[src/rtl/trace_frame_pkg.sv]
// Shared constants, state encoding and helpers for the trace frame collector.
package trace_frame_pkg;

  localparam int unsigned WORD_WIDTH      = 16;
  localparam int unsigned WORDS_PER_FRAME = 8;
  localparam int unsigned FRAME_WIDTH     = 128;
  localparam int unsigned POS_WIDTH       = 3;
  localparam int unsigned CNT_WIDTH       = 16;

  localparam logic [WORD_WIDTH-1:0] SYNC_HW_LO = 16'hFFFF;
  localparam logic [WORD_WIDTH-1:0] SYNC_HW_HI = 16'h7FFF;

  typedef enum logic [1:0] {
    UNSYNC  = 2'd0,
    SEEN_FF = 2'd1,
    SYNCED  = 2'd2
  } state_t;

  // Statistics counters stick at all-ones instead of wrapping.
  function automatic logic [CNT_WIDTH-1:0] satInc(input logic [CNT_WIDTH-1:0] v);
    return (v == '1) ? v : v + CNT_WIDTH'(1);
  endfunction

endpackage

[src/rtl/sync_watchdog.sv]
// Counts accepted words since the last full sync; flags the word that reaches 2^LOG2-1.
module sync_watchdog #(
  parameter int unsigned SYNC_TIMEOUT_LOG2 = 16
) (
  input  logic clk,
  input  logic rst,
  input  logic clear,
  input  logic tick,
  output logic expire_c
);

  localparam int unsigned W = SYNC_TIMEOUT_LOG2;
  // Value held just before the expiring word: 2^W - 2.
  localparam logic [W-1:0] LAST = {{(W-1){1'b1}}, 1'b0};

  logic [W-1:0] count;

  always_ff @(posedge clk or negedge rst) begin
    if (!rst) begin
      count <= '0;
    end else if (clear) begin
      count <= '0;
    end else if (tick) begin
      count <= count + W'(1);
    end
  end

  assign expire_c = tick && (count == LAST);

endmodule

[src/rtl/trace_frame_collector.sv]
// TPIU full-sync aligner that assembles eight halfwords into a 128-bit frame.
// Optional statistics counters are built only when FRAME_STATS_EN is defined.
module trace_frame_collector
  import trace_frame_pkg::*;
#(
  parameter int unsigned SYNC_TIMEOUT_LOG2 = 16
) (
  input  logic                   clk,
  input  logic                   rst,
  input  logic                   WordAvail,
  input  logic [WORD_WIDTH-1:0]  WordIn,
  output logic                   FrAvail,
  output logic [FRAME_WIDTH-1:0] FrameOut,
  output logic                   Synced,
  output logic [CNT_WIDTH-1:0]   SyncCnt,
  output logic [CNT_WIDTH-1:0]   DropCnt
);

  localparam int unsigned          SHADOW_WORDS = WORDS_PER_FRAME - 1;
  localparam logic [POS_WIDTH-1:0] LAST_POS     = POS_WIDTH'(SHADOW_WORDS);

  state_t                                  state;
  state_t                                  stateNext;
  logic [POS_WIDTH-1:0]                    pos;
  logic [POS_WIDTH-1:0]                    posNext;
  logic [SHADOW_WORDS-1:0][WORD_WIDTH-1:0] shadow;
  logic                                    prevFF;
  logic                                    isLo;
  logic                                    isHi;
  logic                                    resync;
  logic                                    syncHit;
  logic                                    wdTick;
  logic                                    wdExpire_c;
  logic                                    store;
  logic                                    emit;

  assign isLo    = (WordIn == SYNC_HW_LO);
  assign isHi    = (WordIn == SYNC_HW_HI);
  assign resync  = (state == SYNCED) && prevFF && isHi;
  assign syncHit = WordAvail && (resync || ((state == SEEN_FF) && isHi));
  // A resync word restarts the watchdog rather than counting toward expiry.
  assign wdTick  = WordAvail && (state == SYNCED) && !resync;

  sync_watchdog #(
    .SYNC_TIMEOUT_LOG2(SYNC_TIMEOUT_LOG2)
  ) uWatchdog (
    .clk     (clk),
    .rst     (rst),
    .clear   (syncHit),
    .tick    (wdTick),
    .expire_c(wdExpire_c)
  );

  always_ff @(posedge clk or negedge rst) begin
    if (!rst) begin
      state <= UNSYNC;
      pos   <= '0;
    end else begin
      state <= stateNext;
      pos   <= posNext;
    end
  end

  // Priority inside SYNCED: resync, then watchdog expiry, then halfword-sync strip, then store.
  always_comb begin
    stateNext = state;
    posNext   = pos;
    store     = 1'b0;
    emit      = 1'b0;
    if (WordAvail) begin
      case (state)
        UNSYNC: begin
          if (isLo) stateNext = SEEN_FF;
        end
        SEEN_FF: begin
          if (isHi) begin
            stateNext = SYNCED;
            posNext   = '0;
          end else if (!isLo) begin
            stateNext = UNSYNC;
          end
        end
        SYNCED: begin
          if (resync) begin
            posNext = '0;
          end else if (wdExpire_c) begin
            stateNext = UNSYNC;
            posNext   = '0;
          end else if (!(isHi && (pos == '0))) begin
            if (pos == LAST_POS) begin
              emit    = 1'b1;
              posNext = '0;
            end else begin
              store   = 1'b1;
              posNext = pos + POS_WIDTH'(1);
            end
          end
        end
        default: begin
          stateNext = UNSYNC;
          posNext   = '0;
        end
      endcase
    end
  end

  // Frame datapath: shadow words, frame register, toggle strobe and sync flag.
  always_ff @(posedge clk or negedge rst) begin
    if (!rst) begin
      shadow   <= '0;
      prevFF   <= 1'b0;
      Synced   <= 1'b0;
      FrAvail  <= 1'b0;
      FrameOut <= '0;
    end else begin
      Synced <= (stateNext == SYNCED);
      if (WordAvail) prevFF <= isLo;
      for (int i = 0; i < int'(SHADOW_WORDS); i++) begin
        if (store && (pos == POS_WIDTH'(i))) shadow[i] <= WordIn;
      end
      if (emit) begin
        FrameOut <= {WordIn, shadow};
        FrAvail  <= ~FrAvail;
      end
    end
  end

`ifdef FRAME_STATS_EN
  logic                 dropHit;
  logic [CNT_WIDTH-1:0] syncCntQ;
  logic [CNT_WIDTH-1:0] dropCntQ;

  // Only a resync with two or more words pending counts as a discarded frame.
  assign dropHit = WordAvail && resync && (pos >= POS_WIDTH'(2));

  always_ff @(posedge clk or negedge rst) begin
    if (!rst) begin
      syncCntQ <= '0;
      dropCntQ <= '0;
    end else begin
      if (syncHit) syncCntQ <= satInc(syncCntQ);
      if (dropHit) dropCntQ <= satInc(dropCntQ);
    end
  end

  assign SyncCnt = syncCntQ;
  assign DropCnt = dropCntQ;
`else
  assign SyncCnt = '0;
  assign DropCnt = '0;
`endif

endmodule

[config.mk]
export PLATFORM = sky130hd
export DESIGN_NAME = trace_frame_collector
export DESIGN_NICKNAME = d
export VERILOG_FILES = /design/src/rtl/trace_frame_pkg.sv /design/src/rtl/sync_watchdog.sv /design/src/rtl/trace_frame_collector.sv
export SDC_FILE = /design/constraint.sdc
export NUM_CORES = 1
export LEC_CHECK = 0
export ABC_AREA = 0
export CAP_MARGIN = 20
export CORE_ASPECT_RATIO = 2
export CORE_MARGIN = 3
export CORE_UTILIZATION = 45
export DETAILED_ROUTE_END_ITERATION = 8
export GPL_TIMING_DRIVEN = 0
export PLACE_DENSITY_LB_ADDON = 0.3
export SYNTH_ARGS = -nofsm -noshare
export SYNTH_HDL_FRONTEND = slang
export SYNTH_SLANG_ARGS = --single-unit
[constraint.sdc]
create_clock -name clk -period 5.4 [get_ports clk]
set_clock_uncertainty 0.05 [all_clocks]
set_input_delay 0.81 -clock clk [delete_from_list [all_inputs] [get_ports clk]]
set_output_delay 0.81 -clock clk [all_outputs]
set_load 0.05 [all_outputs]
==> impl_metrics.py <==
metrics = {
    "routing": {
        "drtAntennaViolNets": 0,
        "wl_per_cell_um": 19.97,
        "num_vias": 6379,
        "first_iter_violations": 308,
        "first_pass_iters": 4,
        "wirelength_mm": 24.30,
        "routed_via_density": 5.242,
        "drc": 0,
    },
    "worst_setup_path": {
        "critPathBufInv": 2,
        "critPathCaptureType": "flop",
        "worstSetupStartpointType": "primary input",
        "crit_required_ns": 5.75,
        "critical-path-max-stage-delay_ns": 0.61,
        "path_max_fanout": 10,
        "path_cells": "clkbuf_1 -> nand4b_1 -> nor4_4 -> nand2_2 -> nand4_1 -> buf_4 -> mux2_2",
        "critPathSlowestCell": "clkbuf_1",
        "crit_family": "simple AND/OR/NAND/NOR gates",
        "critPathKind": "in -> reg",
        "crit_arrival_ns": 3.53,
    },
    "synthesis": {
        "synth_cells": 727,
        "synth-main-ff-cell": "dfrtp_1",
        "netlist_top_cells_count": "dfrtp_1 (264), mux2_2 (121), mux2_1 (119)",
        "synth_warnings": 0,
        "netlist_area_um2": 10830,
        "ys_seq_area_frac": 0.6101,
        "synthArstFlopShare": 1.000,
        "synth_most_common_cell": "dfrtp_1",
        "synth-edff-count": 0,
        "yosysUniqueCellTypes": 42,
        "ys_top_cells_by_area": "dfrtp_1 (61%), mux2_2 (13%), mux2_1 (12%)",
        "synth_seq_cells": 264,
        "yosysTopAreaCellShare": 0.6101,
        "synth_largest_area_cell": "dfrtp_1",
        "syn-mean-instance-area_um2": 14.90,
    },
    "run_status": {
        "status": "finished, final reports clean",
    },
    "cts": {
        "cts_root_buf": "clkbuf_16",
        "htree_levels": 1,
        "holdBufCountCts": 0,
        "cts_buffers": 23,
        "cts_tree": "yes",
        "clock_sinks": 264,
        "ctsResizeCount": 0,
        "clkTransAtPathRegs_ns": 0.07,
        "clockBufferDepth": 3,
        "post-cts-setup-buffers": 0,
        "clock_latency_ns": 0.52,
    },
    "grt": {
        "antenna_found_initial": 0,
        "overflow": 0,
        "grt_max_degree": 127,
        "grt_util_all_layers": 0.1910,
        "grt_first_pass_wirelength_mm": 38.18,
        "grt_pass1_vias": 6684,
    },
    "timing": {
        "rsz0062_at_grt": "no",
        "fmax_mhz": 313.8,
        "worst_pin_slew_ns": 0.8311,
        "slew-limit-headroom": 0.4460,
        "fin_crit_sh": 0.5901,
        "hold_viol_final": 0,
        "setup_viol": 0,
        "slew_viol_final": 0,
        "fin_crit_ns": 3.187,
    },
    "floorplanning": {
        "dieArea_um2": 26070,
        "row_count": 79,
        "start_util": 0.4623,
        "dieWidth_um": 115.7,
        "core_area_um2": 23430,
        "ios": 181,
        "die_y_um": 225.4,
    },
    "run": {
        "max_cap_violations": 0,
    },
    "cells_and_area": {
        "register_area_um2": 6606,
        "fin_area_um2": 13490,
        "multiInputGateArea_um2": 3775,
        "drive_gt1_frac": 0.2527,
        "final_util": 0.5757,
        "n_fill_cell": 1902,
        "area_growth_pct": 24.54,
        "diodes": 0,
        "nets": 945,
    },
    "power": {
        "powerDensity_nw_per_um2": 680.0,
        "ir_worst_vdd_v": 0.0004373,
        "p_leak_nw": 6.126,
    },
    "place": {
        "place_congestion": 0.9331,
        "placed_cell_area_um2": 12690,
        "dp_hpwl_mm": 17.02,
        "numPortBuffers": 133,
    },
    "worst_hold_path": {
        "min_path_type": "in -> async",
    },
}
## cells by family after synthesis
| kind of cell | count (synthesis) | synth area share |
|---|---|---|
| buffers and inverters | 82 | 0.05211 |
| XOR/XNOR | 12 | 0.009705 |
| adder cells (fa/ha/maj) | 8 | 0.009244 |
| other | 1 | 0.0003463 |
| AO/OA/AOI/OAI | 33 | 0.02010 |
| multiplexers | 244 | 0.2533 |
| AND/OR/NAND/NOR | 83 | 0.04518 |
| flip-flops | 264 | 0.6101 |
## worst reg2reg max path, stage by stage, from the launching register on
cell     delay, ns
dfrtp_1       0.45
inv_1         0.07
ha_1          0.19
nand3_1       0.10
nor2_1        0.07
a21oi_1       0.36
nand4_1       0.62
buf_4         0.43
mux2_2        0.29
## state kept, by name, indices dropped and copies added (netlist names)
register and count:
pos 3, shadow 112, Synced 1, FrAvail 1, state 2, uWatchdog.count 16
prevFF 1, FrameOut 128
## per-layer routing
metal	global-route usage	vias to the layer above	part of all wire
li1	-	2886	-
met1	0.2298	3315	0.38
met2	0.3576	144	0.56
met3	0.01881	34	0.031
met4	0.05320	0	0.022
met5	0	-	0
## layout make-up
| type | instances | share of cell area |
|---|---|---|
| sequential | 264 | 0.4898 |
| multi-input combinational | 412 | 0.2799 |
| timing repair buffer | 135 | 0.1032 |
| clock buffer | 29 | 0.04657 |
| buffer | 73 | 0.03934 |
| tap | 283 | 0.02625 |
| clock inverter | 12 | 0.01243 |
| inverter | 9 | 0.002505 |
## metrics by stage
step                std cells  setup WS, ns  hold WS (ns)  setup TNS (ns)  power (W)
floorplan                 758         2.684        0.4085               0   0.006109
global placement         1174        -7.557        0.4099        -1985.59   0.007421
detailed placement       1176         1.673        0.4222               0   0.007517
CTS                      1217         2.220       0.08069               0   0.009278
global route             1217         2.044       0.09520               0   0.009615
finish                   1217         2.213       0.09278               0   0.009171
## cell usage in the layout (no fill, tap or decap), types with 3 or more instances in the layout
cell             netlist  final
nand3_1               10     10
and4b_1                3      3
or3_1                  3      3
buf_4                 37     37
ha_1                   8      8
bufinv_16              0      4
xnor2_1               10     10
clkinv_2               0      6
mux2_2               121    121
mux2i_1                4      4
nand2_1               10     10
clkbuf_16              0     23
buf_6                 13     13
nor3_1                 4      4
o21ai_0                8      8
mux2_1               119    119
nand2b_1               3      3
nand3_2                3      3
nand4b_1               3      3
clkbuf_8               0      3
a21oi_1               10     10
a211oi_1               4      4
clkdlybuf4s50_1        0    132
dfrtp_1              264    264
inv_1                  9      9
nand4_1               15     15
conb_1                 1     32
a2111oi_0              4      4
buf_2                 14     14
nor2_1                19     19
clkbuf_1               7     10
## power breakdown
group	switching, W	leakage, nW	internal [W]	total (W)
Combinational	0.00245	2.48	0.00158	0.00403
Sequential	0.000496	3.24	0.00290	0.00340
Clock	0.000721	0.397	0.00102	0.00174
## final timing paths
path	start	to	slack, ns	depth (start not counted)
setup / recovery	WordIn[12]	shadow[46]	2.21	7
max in group asynchronous	rst	shadow[82]	3.73	3
setup reg to reg	uWatchdog.count[0]	shadow[46]	2.67	8
min in group clk	FrAvail	FrAvail	0.43	1
hold / removal	rst	FrAvail	0.09	1
hold reg to reg	FrAvail	FrAvail	0.43	1
Power figures use the tool's default switching activity.
